### config.mk
export PLATFORM = sky130hd
export DESIGN_NAME = hit_judge
export DESIGN_NICKNAME = d
export VERILOG_FILES = /design/src/rtl/ddr_pkg.sv /design/src/rtl/hit_judge_rise_detect.sv /design/src/rtl/hit_judge.sv
export SDC_FILE = /design/constraint.sdc
export NUM_CORES = 1
export LEC_CHECK = 0
export ABC_AREA = 1
export CAP_MARGIN = 10
export CORE_ASPECT_RATIO = 0.5
export CORE_MARGIN = 2
export CORE_UTILIZATION = 55
export CTS_CLUSTER_DIAMETER = 150
export DETAILED_ROUTE_END_ITERATION = 6
export HOLD_SLACK_MARGIN = 0.08
export PLACE_DENSITY = 0.83
export SYNTH_ARGS = -nofsm -noshare
export SYNTH_HDL_FRONTEND = slang
export SYNTH_HIERARCHICAL = 1
export SYNTH_SLANG_ARGS = --single-unit
### constraint.sdc
create_clock -name clk -period 3.3 [get_ports clk]
set_input_delay 0.66 -clock clk [delete_from_list [all_inputs] [get_ports clk]]
set_output_delay 0.66 -clock clk [all_outputs]
set_load 0.01 [all_outputs]
### src/rtl/ddr_pkg.sv
// ddr_pkg
// Shared types and default constants for the DDR game datapath.
//   judge_state_t : state of the hit-judgement FSM
//   DEFAULT_*     : default sizing used by hit_judge and its users
package ddr_pkg;

    // Judgement FSM states.
    //   JUDGE_IDLE   : paused / menu, nothing is judged
    //   JUDGE_OPEN   : current window has not been judged yet
    //   JUDGE_JUDGED : current window already produced its one judgement
    //   JUDGE_OVER   : lives exhausted, terminal until reset
    typedef enum logic [1:0] {
        JUDGE_IDLE   = 2'd0,
        JUDGE_OPEN   = 2'd1,
        JUDGE_JUDGED = 2'd2,
        JUDGE_OVER   = 2'd3
    } judge_state_t;

    localparam int DEFAULT_NUM_LANES   = 4;
    localparam int DEFAULT_MAX_LIVES   = 5;
    localparam int DEFAULT_SCORE_BITS  = 14;
    localparam int DEFAULT_COMBO_BITS  = 14;
    localparam int DEFAULT_COMBO_STEP  = 10;
    localparam int DEFAULT_MULT_MAX    = 8;
    localparam int DEFAULT_BASE_POINTS = 1;

endpackage : ddr_pkg

### src/rtl/hit_judge_rise_detect.sv
// rise_detect
// Registered rising-edge detector for the lane buttons.
//   clk   : system clock
//   reset : synchronous, active-high; clears the history register
//   btn   : debounced button levels, one bit per lane
//   rise  : btn & ~btn_q, high for the first cycle a button is seen high
//
// The history register updates every cycle regardless of game state, so a
// button that is held across a pause never shows up as a late edge.
module rise_detect #(
    parameter int WIDTH = 4
) (
    input  logic             clk,
    input  logic             reset,
    input  logic [WIDTH-1:0] btn,
    output logic [WIDTH-1:0] rise
);

    logic [WIDTH-1:0] btn_q;

    always_ff @(posedge clk) begin
        if (reset) begin
            btn_q <= '0;
        end else begin
            btn_q <= btn;
        end
    end

    assign rise = btn & ~btn_q;

endmodule : rise_detect

### src/rtl/hit_judge.sv
// hit_judge
// Judges button presses against the arrow at the hit line once per metronome
// window and keeps score, combo, multiplier and lives.
//
// Handshake / timing: there is no valid/ready pair here. beat_tick is a
// one-cycle strobe that closes the current window and latches the next
// target; a button rise is consumed in the cycle it is first sampled. All
// outputs are registered: a judgement made on edge k is visible right after
// edge k and its pulse lasts exactly one cycle.
//
// Ports
//   clk, reset     : system clock, synchronous active-high reset
//   run_en         : high while the game is PLAYING
//   beat_tick      : one-cycle window boundary strobe
//   target         : one-hot arrow at the hit line (0 = no arrow)
//   btn            : debounced button levels
//   score          : accumulated score (saturating)
//   combo          : consecutive correct hits (saturating)
//   multiplier     : current score multiplier (1..MULT_MAX)
//   lives          : remaining lives
//   correct_hit    : one-cycle pulse per correct judgement
//   incorrect_hit  : one-cycle pulse per wrong press or miss
//   game_over      : sticky, set when lives reach 0
//   state          : judgement FSM state, exposed for debug/checkers
module hit_judge
    import ddr_pkg::*;
#(
    parameter int NUM_LANES   = DEFAULT_NUM_LANES,
    parameter int MAX_LIVES   = DEFAULT_MAX_LIVES,
    parameter int SCORE_BITS  = DEFAULT_SCORE_BITS,
    parameter int COMBO_BITS  = DEFAULT_COMBO_BITS,
    parameter int COMBO_STEP  = DEFAULT_COMBO_STEP,
    parameter int MULT_MAX    = DEFAULT_MULT_MAX,
    parameter int BASE_POINTS = DEFAULT_BASE_POINTS,
    localparam int LIFE_BITS  = $clog2(MAX_LIVES + 1)
) (
    input  logic                  clk,
    input  logic                  reset,
    input  logic                  run_en,
    input  logic                  beat_tick,
    input  logic [NUM_LANES-1:0]  target,
    input  logic [NUM_LANES-1:0]  btn,
    output logic [SCORE_BITS-1:0] score,
    output logic [COMBO_BITS-1:0] combo,
    output logic [3:0]            multiplier,
    output logic [LIFE_BITS-1:0]  lives,
    output logic                  correct_hit,
    output logic                  incorrect_hit,
    output logic                  game_over,
    output judge_state_t          state
);

    localparam int STEP_BITS = $clog2(COMBO_STEP + 1);
    localparam int SUM_BITS  = SCORE_BITS + 1;

    localparam logic [STEP_BITS-1:0] STEP_LAST  = STEP_BITS'(COMBO_STEP - 1);
    localparam logic [3:0]           MULT_CAP   = 4'(MULT_MAX);
    localparam logic [LIFE_BITS-1:0] LIVES_INIT = LIFE_BITS'(MAX_LIVES);
    localparam logic [SUM_BITS-1:0]  BASE_WIDE  = SUM_BITS'(BASE_POINTS);

    // ------------------------------------------------------------------
    // Edge detection
    // ------------------------------------------------------------------
    logic [NUM_LANES-1:0] rise;

    rise_detect #(
        .WIDTH (NUM_LANES)
    ) u_rise_detect (
        .clk   (clk),
        .reset (reset),
        .btn   (btn),
        .rise  (rise)
    );

    // ------------------------------------------------------------------
    // Registered state
    // ------------------------------------------------------------------
    logic [NUM_LANES-1:0] tgt_q;          // arrow of the window being judged
    logic [STEP_BITS-1:0] step_cnt;       // hits since the last multiplier step
    logic                 resume_judged;  // window state to return to after a pause

    // ------------------------------------------------------------------
    // Judgement decode
    // ------------------------------------------------------------------
    logic active;       // playing and in a window state
    logic window_open;  // the current window can still be judged
    logic press;        // a press is being judged this cycle
    logic hit;
    logic miss;
    logic wrong;

    assign active      = run_en && (state == JUDGE_OPEN || state == JUDGE_JUDGED);
    assign window_open = active && (state == JUDGE_OPEN);
    assign press       = window_open && (|rise);
    // A chord counts only when it matches the arrow exactly; an empty arrow
    // never matches, so any press on it is wrong.
    assign hit         = press && (rise == tgt_q) && (|tgt_q);
    assign wrong       = press && !hit;
    // A press landing on the beat edge belongs to the closing window and
    // therefore suppresses the miss.
    assign miss        = window_open && beat_tick && (|tgt_q) && !(|rise);

    // ------------------------------------------------------------------
    // Next-value arithmetic for a correct hit
    // ------------------------------------------------------------------
    logic [SUM_BITS-1:0]   points;
    logic [SUM_BITS-1:0]   score_sum;
    logic [SCORE_BITS-1:0] score_hit;
    logic [COMBO_BITS-1:0] combo_hit;
    logic [3:0]            mult_hit;
    logic [STEP_BITS-1:0]  step_hit;
    logic [LIFE_BITS-1:0]  lives_dec;

    // Constant times a 4-bit multiplier, computed one bit wider than the
    // score so the carry out can drive the saturation.
    assign points    = BASE_WIDE * {{(SUM_BITS - 4){1'b0}}, multiplier};
    assign score_sum = {1'b0, score} + points;
    assign score_hit = score_sum[SCORE_BITS] ? {SCORE_BITS{1'b1}}
                                             : score_sum[SCORE_BITS-1:0];

    assign combo_hit = (&combo) ? combo : combo + COMBO_BITS'(1);

    always_comb begin
        step_hit = step_cnt + STEP_BITS'(1);
        mult_hit = multiplier;
        if (step_cnt == STEP_LAST) begin
            step_hit = '0;
            if (multiplier < MULT_CAP) begin
                mult_hit = multiplier + 4'd1;
            end
        end
    end

    assign lives_dec = lives - LIFE_BITS'(1);

    // ------------------------------------------------------------------
    // Judgement FSM and scoring registers
    // ------------------------------------------------------------------
    always_ff @(posedge clk) begin
        if (reset) begin
            state         <= JUDGE_IDLE;
            resume_judged <= 1'b0;
            tgt_q         <= '0;
            score         <= '0;
            combo         <= '0;
            step_cnt      <= '0;
            multiplier    <= 4'd1;
            lives         <= LIVES_INIT;
            correct_hit   <= 1'b0;
            incorrect_hit <= 1'b0;
            game_over     <= 1'b0;
        end else begin
            correct_hit   <= 1'b0;
            incorrect_hit <= 1'b0;

            case (state)
                JUDGE_IDLE: begin
                    // The resume cycle itself ignores beat_tick and rises.
                    if (run_en) begin
                        state <= resume_judged ? JUDGE_JUDGED : JUDGE_OPEN;
                    end
                end

                JUDGE_OPEN, JUDGE_JUDGED: begin
                    if (!run_en) begin
                        state         <= JUDGE_IDLE;
                        resume_judged <= (state == JUDGE_JUDGED);
                    end else begin
                        if (beat_tick) begin
                            tgt_q <= target;
                            state <= JUDGE_OPEN;
                        end else if (press) begin
                            state <= JUDGE_JUDGED;
                        end

                        if (hit) begin
                            correct_hit <= 1'b1;
                            score       <= score_hit;
                            combo       <= combo_hit;
                            step_cnt    <= step_hit;
                            multiplier  <= mult_hit;
                        end else if (wrong || miss) begin
                            incorrect_hit <= 1'b1;
                            combo         <= '0;
                            step_cnt      <= '0;
                            multiplier    <= 4'd1;
                            lives         <= lives_dec;
                            // Losing the last life overrides the window
                            // bookkeeping above.
                            if (lives_dec == '0) begin
                                game_over <= 1'b1;
                                state     <= JUDGE_OVER;
                            end
                        end
                    end
                end

                JUDGE_OVER: begin
                    // Frozen until reset.
                end

                default: begin
                    state <= JUDGE_IDLE;
                end
            endcase
        end
    end

    // ------------------------------------------------------------------
    // Invariants
    // ------------------------------------------------------------------
    property p_one_pulse;
        @(posedge clk) disable iff (reset) !(correct_hit && incorrect_hit);
    endproperty
    assert property (p_one_pulse);

    property p_over_sticky;
        @(posedge clk) disable iff (reset) game_over |-> (state == JUDGE_OVER);
    endproperty
    assert property (p_over_sticky);

endmodule : hit_judge

* Word-level counts from Yosys, hierarchy flattened
Cells that the tools add are included.
Storage, ports and cells: bits in registers 53, input bits 12, logic and storage cells 85
Operators by class: add/subtract/negate cells 5, magnitude comparators 1, eq/ne operators 8, muxes and demuxes 22, bitwise gates (word level) 5, reductions and logical operators 32
Operators by type and width (count):
- 2-to-1 mux 14 bit | 4
- 2-to-1 mux 4 bit | 7
- 2-to-1 mux 2 bit | 8
- adder 14 x 4 -> 15 bit | 1
- adder 14 x 1 -> 14 bit, second input constant | 1
- AND reduction 14 bit | 1
- OR reduction 4 bit | 3
- AND reduction 5 bit | 2
- logical AND 1 bit | 9
- AND reduction 3 bit | 3
- adder 4 x 1 -> 4 bit, second input constant | 2
- AND reduction 4 bit | 2
- AND 4 bit | 1
- == test 4 bit | 1
- == test 4 bit, second input constant | 1
- less-than comparator 4 bit, second input constant | 1
- != test 2 x 1 -> 1 bit, second input constant | 2
- != test 2 bit, second input constant | 2
- NOT 4 bit | 1
- case mux 2 bit (2 select lines) | 1
- AND reduction 2 bit | 2
- nonzero test 2 bit | 2
- logical NOT 3 bit | 1
- NOT 1 bit | 3
- other kinds (9) | 12

* Longest topological paths before layout
Gate-level depths: netlist (run 1).
depth after elaboration 14, gate-level depth with buffers 14, depth with buffers taken out 14

* Cells and area by module
Netlist (run 1), hierarchy kept.
Modules (own cells, without submodules):
- hit_judge | times used 1, cells an instance 456, area each 3095.5 sq um
- rise_detect | times used 1, cells an instance 16, area each 125.1 sq um

* Least setup slack after synthesis (run 1)
OpenSTA, ideal clock, no wires.
path kind input -> register, start input btn[2], end register combo[2], arrival 1821 ps, data required time 3183 ps, slack 1362 ps, cell stages on the path 14, cell sequence inv_1 -> nor2_1 -> inv_1 -> nand2_1 -> nand2_1 -> nor2_4 -> nand2_1 -> nand2_1 -> nand2_1 -> nand2_2 -> nand2_4 -> buf_6 -> a21oi_1 -> nor2_1
On the way: word-level cells in the longest chain between the ends 10, elaborated cells between the ends (all ways) 15
Ends and longest elaborated chain:
- from (decl) | RTL line hit_judge.sv:42 | input logic [NUM_LANES-1:0] btn,
- AND 4 bit * | RTL line hit_judge_rise_detect.sv:29 | assign rise = btn & ~btn_q;
- named net rise[2] | RTL line hit_judge.sv:64 | logic [NUM_LANES-1:0] rise;
- OR reduction 4 bit | RTL line hit_judge.sv:94, hit_judge.sv:101
- logical AND 1 bit | RTL line hit_judge.sv:94 | assign press = window_open && (|rise);
- logical AND 1 bit (2 in a row) | RTL line hit_judge.sv:97 | assign hit = press && (rise == tgt_q) && (|tgt_q);
- logical NOT 1 bit | RTL line hit_judge.sv:98 | assign wrong = press && !hit;
- logical AND 1 bit | RTL line hit_judge.sv:98
- logical OR 1 bit | RTL line hit_judge.sv:182 | end else if (wrong || miss) begin
- nonzero test 2 bit (no source line)
- AND reduction 4 bit (no source line)
- to (signal assigned) | RTL line hit_judge.sv:179 | combo <= combo_hit;
- to (decl) | RTL line hit_judge.sv:44 | output logic [COMBO_BITS-1:0] combo,
The timed path passes the listed nets; every way through them passes the cells marked *. A chain may end at the register's enable or synchronous reset.

* Worst setup path in the final report (run 1)
start input btn[2], end register score[10]
On the way: word-level cells in the longest chain between the ends 6, elaborated cells between the ends (all ways) 7
Ends and longest elaborated chain:
- AND 4 bit * | RTL line hit_judge_rise_detect.sv:29
- named net rise[2] | RTL line hit_judge.sv:64
- OR reduction 4 bit | RTL line hit_judge.sv:94
- logical AND 1 bit | RTL line hit_judge.sv:94
- logical AND 1 bit * (2 in a row) | RTL line hit_judge.sv:97
- AND reduction 3 bit (no source line) *
- to (signal assigned) | RTL line hit_judge.sv:178 | score <= score_hit;
- to (decl) | RTL line hit_judge.sv:43 | output logic [SCORE_BITS-1:0] score,
Marked as above.

==> results of run 1 <==
synthesized netlist by cell type:
| library cell | number |
|---|---|
| sky130_fd_sc_hd__and3_1 | 1 |
| sky130_fd_sc_hd__o22a_1 | 1 |
| sky130_fd_sc_hd__nor3_4 | 1 |
| sky130_fd_sc_hd__nand2_2 | 6 |
| sky130_fd_sc_hd__o22ai_1 | 1 |
| sky130_fd_sc_hd__nor3_1 | 8 |
| sky130_fd_sc_hd__buf_2 | 2 |
| sky130_fd_sc_hd__nand2_1 | 133 |
| sky130_fd_sc_hd__a21oi_1 | 36 |
| sky130_fd_sc_hd__nand3_2 | 2 |
| sky130_fd_sc_hd__nand3b_1 | 2 |
| sky130_fd_sc_hd__fa_1 | 1 |
| sky130_fd_sc_hd__o21bai_1 | 1 |
| sky130_fd_sc_hd__nor2_2 | 3 |
| sky130_fd_sc_hd__o21ai_0 | 17 |
| sky130_fd_sc_hd__inv_2 | 2 |
| sky130_fd_sc_hd__o21a_1 | 1 |
| sky130_fd_sc_hd__clkinv_1 | 1 |
| sky130_fd_sc_hd__or2_2 | 2 |
| sky130_fd_sc_hd__nor3b_1 | 1 |
| sky130_fd_sc_hd__o21ai_2 | 1 |
| sky130_fd_sc_hd__xor2_1 | 9 |
| sky130_fd_sc_hd__inv_1 | 46 |
| sky130_fd_sc_hd__or2_0 | 1 |
| sky130_fd_sc_hd__nor2_4 | 4 |
| sky130_fd_sc_hd__a21oi_2 | 9 |
| sky130_fd_sc_hd__xnor2_1 | 4 |
| sky130_fd_sc_hd__clkbuf_1 | 5 |
| sky130_fd_sc_hd__nand4_1 | 11 |
| sky130_fd_sc_hd__nand2_4 | 2 |
| sky130_fd_sc_hd__buf_6 | 2 |
| sky130_fd_sc_hd__nor2_1 | 51 |
| sky130_fd_sc_hd__dfxtp_1 | 53 |
| sky130_fd_sc_hd__nor2_8 | 1 |
| sky130_fd_sc_hd__a31oi_1 | 2 |
| sky130_fd_sc_hd__nand3_4 | 2 |
| sky130_fd_sc_hd__ha_1 | 13 |
| sky130_fd_sc_hd__nand3_1 | 34 |
cell type report:
| type | instances | area, um2 | area share (%) |
|---|---|---|---|
| sequential | 53 | 1060 | 27.0 |
| multi-input combinational | 361 | 1920 | 49.0 |
| tap | 73 | 91.3 | 2.33 |
| timing repair buffer | 53 | 526 | 13.4 |
| clock inverter | 2 | 10.0 | 0.255 |
| clock buffer | 6 | 129 | 3.28 |
| inverter | 49 | 184 | 4.69 |
report_power, final:
group	internal (uW)	leakage, uW	switching, uW
registers	682	0.000429	35.6
clock network	279	0.0000706	225
logic	148	0.00106	272
total	1110	0.00156	532
per-layer routing:
metal  vias up  track usage, %
li1       1635               -
met2        84            40.3
met5         -               0
met4         0            6.10
met3         7            4.29
met1      1398            31.8
path summary, 6_finish.rpt:
kind	start	endpoint	slack [ns]	cells past startpoint
max	btn[2]	score[10]$_SDFFE_PP0P_	0.78	12
min	game_over$_SDFFE_PP0P_	game_over$_SDFFE_PP0P_	0.48	1
max reg2reg	multiplier[0]$_SDFFE_PP1P_	score[0]$_SDFFE_PP0P_	1.11	10
min reg2reg	game_over$_SDFFE_PP0P_	game_over$_SDFFE_PP0P_	0.48	1
metrics by stage:
step	setup WS, ns	utilization (%)	power (uW)
finish	0.777	70.6	1640
detailed placement	0.463	68.1	1140
CTS	0.745	70.6	1650
global route	0.609	70.6	1730
global placement	0.611	68.1	1140
floorplan	1.36	-	1020
state kept, by name (all words and copies together) (netlist names):
| name | count |
|---|---|
| combo | 14 |
| lives | 3 |
| correct_hit | 1 |
| game_over | 1 |
| score | 14 |
| u_rise_detect/btn_q | 4 |
| resume_judged | 1 |
| incorrect_hit | 1 |
| state | 2 |
| multiplier | 4 |
| tgt_q | 4 |
| step_cnt | 4 |
cells in the final DEF (no fill, tap or decap), types with 5 or more instances in the layout:
| cell | instances |
|---|---|
| sky130_fd_sc_hd__a21oi_1 | 36 |
| sky130_fd_sc_hd__a21oi_2 | 9 |
| sky130_fd_sc_hd__clkbuf_16 | 5 |
| sky130_fd_sc_hd__clkdlybuf4s50_1 | 51 |
| sky130_fd_sc_hd__dfxtp_1 | 53 |
| sky130_fd_sc_hd__ha_1 | 13 |
| sky130_fd_sc_hd__inv_1 | 46 |
| sky130_fd_sc_hd__nand2_1 | 133 |
| sky130_fd_sc_hd__nand2_2 | 6 |
| sky130_fd_sc_hd__nand3_1 | 34 |
| sky130_fd_sc_hd__nand4_1 | 11 |
| sky130_fd_sc_hd__nor2_1 | 51 |
| sky130_fd_sc_hd__nor3_1 | 8 |
| sky130_fd_sc_hd__o21ai_0 | 17 |
| sky130_fd_sc_hd__xor2_1 | 9 |
cell families (layout without fill, tap and decap cells):
kind of cell	Yosys count	count (layout)
DFF	53	53
xor gates and xnor gates	13	13
adders and majority gates	14	14
buffers and inverters	58	110
AOI/OAI and AO/OA	69	69
and+or+nand+nor	265	265
critical path, stage by stage:
cell and delay, ns:
sky130_fd_sc_hd__clkdlybuf4s50_1 0.45, sky130_fd_sc_hd__inv_1 0.05, sky130_fd_sc_hd__nor2_1 0.17, sky130_fd_sc_hd__inv_1 0.07
sky130_fd_sc_hd__nand2_1 0.06, sky130_fd_sc_hd__nand2_1 0.08, sky130_fd_sc_hd__nor2_4 0.14, sky130_fd_sc_hd__nand3_4 0.25
sky130_fd_sc_hd__nor2_1 0.23, sky130_fd_sc_hd__clkinv_1 0.28, sky130_fd_sc_hd__nand2_1 0.16, sky130_fd_sc_hd__a21oi_1 0.09
==> results, run 1 <==
- The maximum achievable frequency is 0.396 GHz.
- The number of DRC violations after detailed-routing iteration 0 is 208.
- The initialized floorplan defines 19 standard-cell rows.
- The antenna diode count is 0.
- The number of detailed-routing iterations run before antenna repair is 5.
- The routed layout has 3124 vias.
- Once the floorplan was initialized, standard cells occupied 57.9% of the core.
- The floorplan step defined a die boundary enclosing 6520 um2.
- In the final routed layout, each cell accounts on average for 12.3 um.
- The flow ran to the end, and the final reports show no timing, DRC or antenna violations.
- After synthesis, the largest family of logic cells by area is simple AND/OR/NAND/NOR gates.
- Summing all placed instances gives a cell area of 3790 um2.
- In this run, post-CTS hold repair placed 0 buffers.
- For this run, the post-layout net count is 549.
- The final period demand of the worst path is 2.52 ns.
- In the finished design, the share of the clock period the worst path needs comes to 76.5%.
- Of the post-synthesis cell area, the dominant cell type holds 32.9%.
- Summing the areas of all fa, ha and maj instances in the mapped netlist gives 5.67% of the synthesized area.
- The number of clock buffers added by TritonCTS is 5.
- The total power per unit cell area is 418 nW/um2.
- The synthesized design contains 53 register bits.
- The worst setup path category is input pin to register.
- VDD sags by at most 0.000264 V.
- The final sum of negative setup slack is 0 ns.
- The biggest area contributor in the post-synthesis netlist is sky130_fd_sc_hd__dfxtp_1.
- The transition time of the tightest slew-check pin is 0.520 ns.
- The clock edge transition at the registers on the reported setup and hold paths is 0.07 ns.
- The routed wire length is 7370 um.
- After filler insertion, the fill cell instance count of the layout stands at 491.
- The maximum count of clock buffers along a single path is 2.
- Excluding fillers, the count of instances in the completed layout stands at 597.
- The global-route wire length before repair is 12500 um.
- The x dimension of the die is 112 um.
- Setup repair after global routing left no endpoint under its margin.
- During I/O placement, the number of pins put on the boundary was 52.
- The H-tree was split into 2 levels.
- The total count of max-transition violations in the final report was 0.
- From synthesis to final layout, the design area changed by 21.9%.
- The number of warnings reported in the yosys synthesis log is 6.
- After clock tree synthesis, the setup repair step added 0 buffers.
- The number of cells produced by synthesis is 472.
- On the final layout, the worst hold slack is 0.482 ns.
- The number of nets handed over by synthesis was 498.
- The cell leakage power is 0.00156 uW.
- The mean post-synth cell area is 6.82 um2.
- The number of nets still failing antenna checks after routing is 0.
- Measured against its own limit, the worst slew margin works out to 65.3%.
- The worst setup path is captured at a register.
- The number of buffers added on ports is 51.
- The largest net degree at the start of global routing is 31.
- In the post-synthesis netlist, the biggest area contributors are sky130_fd_sc_hd__dfxtp_1 (33%), sky130_fd_sc_hd__nand2_1 (16%), sky130_fd_sc_hd__nor2_1 (5.9%).
- In this run the vertical extent of the chip is 58.1 um.
- The hold violation count in the final report was 0.
- The total overflow left after global routing is 0.
- The share of cell area taken by muxes after synthesis is 0%.
- The launching element type of the critical path is an input pin.
- The post-route netlist has 8.40% of its cells at a drive strength greater than 1.
- The number of global-route vias before repair is 2739.
- The xor/xnor share of the synthesized area is 3.54%.
- Across the run, the number of max-cap violations was 0.
- The clock insertion delay at the later pin of the skew report is 0.29 ns.
- The finished cells cover 3930 um2.
- The standard cell core area is 5560 um2.
- The number of antenna violations at the first check in global routing is 0.
- Of the total synthesized cell area, the portion taken by AND, OR, NAND and NOR gates is 38.3%.
- The netlist uses 38 different library cells.
- The final RePlAce weighted congestion is 0.872.
- CTS placed an instance of sky130_fd_sc_hd__clkbuf_16 at the clock tree root.
- The via count normalized by instance count is 5.23.
- Wire segments on met3 add up to 451 um in the final route.
- The half-perimeter wire length of the detailed placement result is 5380 um.
- The remaining routing DRC violations is 0.
- The clock sink count is 53.
- The worst-case clock skew is 0.00375 ns.
- The TritonCTS clock tree is yes.
- Setup violations remaining at the end of the flow were counted as 0.
- Summed over all nets, wire length on met2 after detailed routing comes to 3290 um.
- Signal routing reaches up to met4.
- The data required time at the worst endpoint is 3.46 ns.
- After detailed routing, the wire length on met1 is 3560 um.
- Summing the areas of all compound-gate instances in the mapped netlist gives 12.3% of the synthesized area.
- Summing the sequential cell areas from Yosys gives 32.9% of the chip area.
- The class of the worst hold path is register to register.
- The critical path arrival is 2.68 ns.
- The synthesized netlist occupies a cell area of 3220 um2.
- Across every metal layer, demand over resource in global routing totals 23.7%.
- After detailed placement, the design holds a cell count of 589.
- Post-CTS repair changed the size of 0 cells.
- Along the worst path, the maximum fanout reaches 16.
No activity file was read; power rests on OpenSTA's default activity.
==> run 2: changes to the inputs <==
- CORE_UTILIZATION: 55 -> 54
- PLACE_DENSITY: 0.83 -> 0.81
- clock period: 3.3 -> 2.43 ns (I/O delays scaled with it)
==> results, run 2 (same netlist as run 1, synthesis figures left out) <==
- The library cells used most frequently in the layout, excluding fill and tap cells, are sky130_fd_sc_hd__nand2_1 (133), sky130_fd_sc_hd__dfxtp_1 (53), sky130_fd_sc_hd__nor2_1 (51), sky130_fd_sc_hd__clkdlybuf4s50_1 (51), sky130_fd_sc_hd__inv_1 (46).
- The number of max-cap violations is 0.
- The area enclosed by the die boundary is 6640 um2.
- STA classifies the critical path startpoint as an input pin.
- The TritonCTS buffer count is 5.
- The worst setup path category is input pin to register.
- Total power for the finished layout comes to 2300 uW.
- The flow ran to the end, but the final reports show violations.
- The overall routing resource usage is 24.2%.
- The maximum fanout encountered on the critical timing path is 4.
- The residual overflow from global routing is 0.
- After detailed routing, the average wire length per cell comes to 12.5 um.
- The final RePlAce weighted congestion is 0.882.
- The global-route wire length before repair is 12900 um.
- Dividing the final minimum period by the clock period gives 92.1%.
- The x dimension of the die is 113 um.
- 0 antenna diodes ended up in the layout.
- In the final layout, the registers with the most flip-flops are combo: 14 flops, score: 14 flops.
- Counting the fill cells in the layout gives 476.
- The hold violation count in the final report is 0.
- In this run the tool buffered the top-level ports with 51 buffer cells.
- Wires add up to 7500 um.
- The maximum achievable frequency is 0.447 GHz.
- The worst pin sits at a relative slew slack of 74.9%.
- After detailed routing, the number of remaining DRC violations is 2.
- For the pin with the worst max-slew slack, the measured transition is 0.374 ns.
- The checks that failed: DRC.
- Setup repair after global routing left no endpoint under its margin.
- The number of antenna violations at the first check in global routing is 0.
- The share of post-route cells with drive strength above 1 is 9.64%.
- The most prevalent standard cell on the critical path is sky130_fd_sc_hd__nand2_1.
- Power spread over the standard cell area amounts to 579 nW/um2.
- The clock passes through at most 2 buffers.
- The via count of the routed design is 3115.
- The layout-stage area growth over the synthesis result is 23.6%.
- The initial core utilization is 57.4%.
- TritonCTS built the clock tree.
- Across the VDD grid, the largest voltage drop is 0.000375 V.
- The via count normalized by instance count is 5.17.
- The largest individual stage delay along the critical path comes from the cell sky130_fd_sc_hd__clkdlybuf4s50_1.
- The total count of max-transition violations in the final report is 0.
- The number of DRC violations after detailed-routing iteration 0 is 228.
- The number of global-route vias before repair is 2789.
- The die is 58.6 um tall.
- The worst setup path is captured at a register.
- The clock tree root buffer cell is sky130_fd_sc_hd__clkbuf_16.
- Walking the worst path, the cells encountered are clkdlybuf4s50_1, inv_1, nor2_1, inv_1, nand2_1, nand2_1, nor2_4, nand2_1, nand2_1, nand2_1, nand2_2, nand2_1, inv_2, o21ai_0, nor2_1.
- Leaving out fill and tap cells, the most frequent cell in the layout is sky130_fd_sc_hd__nand2_1.
- The H-tree level count is 2.
- The final period demand of the worst path is 2.24 ns.
- In this run the static leakage power is 0.00159 uW.
- The number of nets in the layout is 554.
- The initialized floorplan defines 19 standard-cell rows.
- The number of detailed-routing iterations run before antenna repair is 6.
- The clock sink count is 53.
- The post-cts hold buffer count is 0.
- Entering global routing, the biggest net connects 31 pins.
- The critical path arrival is 2.47 ns.
- The tightest hold path in the finished design has a slack of 0.470 ns.
- The number of nets still failing antenna checks after routing is 0.
- Setup violations remaining at the end of the flow were counted as 0.
- For the worst setup path, the data required time is 2.66 ns.
- The clock edge transition at the registers on the reported setup and hold paths is 0.06 ns.
- The region available for standard cell placement spans 5610 um2.
- Pin placement for this block handled 52 I/O pins.
- For this run, the slowest stage of the critical path takes 0.47 ns.
- The class of the worst hold path is register to register.
- Once detailed placement completed, the half-perimeter wirelength came to 5520 um.
- For the worst-skew pair, the clock arrives at the later sink with an insertion delay of 0.30 ns.
- The worst register-to-register path has a setup slack of 0.33 ns.
- The worst-case clock skew is 0.00826 ns.
==> run 2: changes by cell type in the layout (fill, tap and decap cells not counted) <==
cell,before,now
sky130_fd_sc_hd__buf_4,2,7
sky130_fd_sc_hd__clkbuf_8,0,2
sky130_fd_sc_hd__clkbuf_1,1,0
sky130_fd_sc_hd__clkinv_1,1,0
sky130_fd_sc_hd__clkinv_2,2,1
sky130_fd_sc_hd__inv_2,2,3
==> run 2: what timing repair did <==
item | 4_1_cts | 5_1_grt
gates resized for setup | 0 | 1
setup endpoints to repair | 0 | 3
buffers inserted | 0 | 0
==> run 2: worst max-delay path: cells and delay by family <==
kind                   cells  cell delay [ns]
AO/OA/AOI/OAI              1             0.09
AND/OR/NAND/NOR           10             1.18
buffers and inverters      4             0.71
==> run 2: path summary, 6_finish.rpt <==
kind	from	endpoint	cells past startpoint
worst max-delay path	btn[0]	combo[2]$_SDFFE_PP0P_	15
worst min-delay path	game_over$_SDFFE_PP0P_	game_over$_SDFFE_PP0P_	1
worst max register to register	multiplier[0]$_SDFFE_PP1P_	score[0]$_SDFFE_PP0P_	10
worst min register to register	game_over$_SDFFE_PP0P_	game_over$_SDFFE_PP0P_	1
==> run 2: routing by layer <==
| layer | track usage [%] | up-vias | wire length (um) |
|---|---|---|---|
| li1 | - | 1642 | - |
| met1 | 34.0 | 1404 | 3730 |
| met2 | 39.6 | 63 | 3260 |
| met3 | 4.63 | 6 | 444 |
| met4 | 5.23 | 0 | 61 |
| met5 | 0 | - | 0 |
==> run 2: power by group <==
part / leakage (uW) / switching, uW / internal, uW
Combinational: 0.00108 / 369 / 209
Sequential: 0.000429 / 49.7 / 926
Clock: 0.0000799 / 314 / 437
Total: 0.00159 / 733 / 1570
==> run 2: final cells by class <==
cell class	count	area (um2)	share of cell area, %
repair buffers	58	563	14.1
well taps	73	91.3	2.29
clock buffers	7	153	3.83
inverters	49	184	4.62
clock inverters	1	5.00	0.126
flip-flops and latches	53	1060	26.6
multi-input cells	361	1920	48.3
==> run 2: stage by stage <==
step	setup TNS (ns)	cell area [um2]	worst slack (ns)	utilization [%]	std cells
after floorplan	0	3220	0.504	-	472
after global placement	-0.120	3820	-0.0496	68.2	594
after detailed placement	-1.25	3820	-0.104	68.2	594
after CTS	0	3980	0.199	71.0	602
after global routing	0	3980	0.00253	71.0	602
final	0	3980	0.193	71.0	602
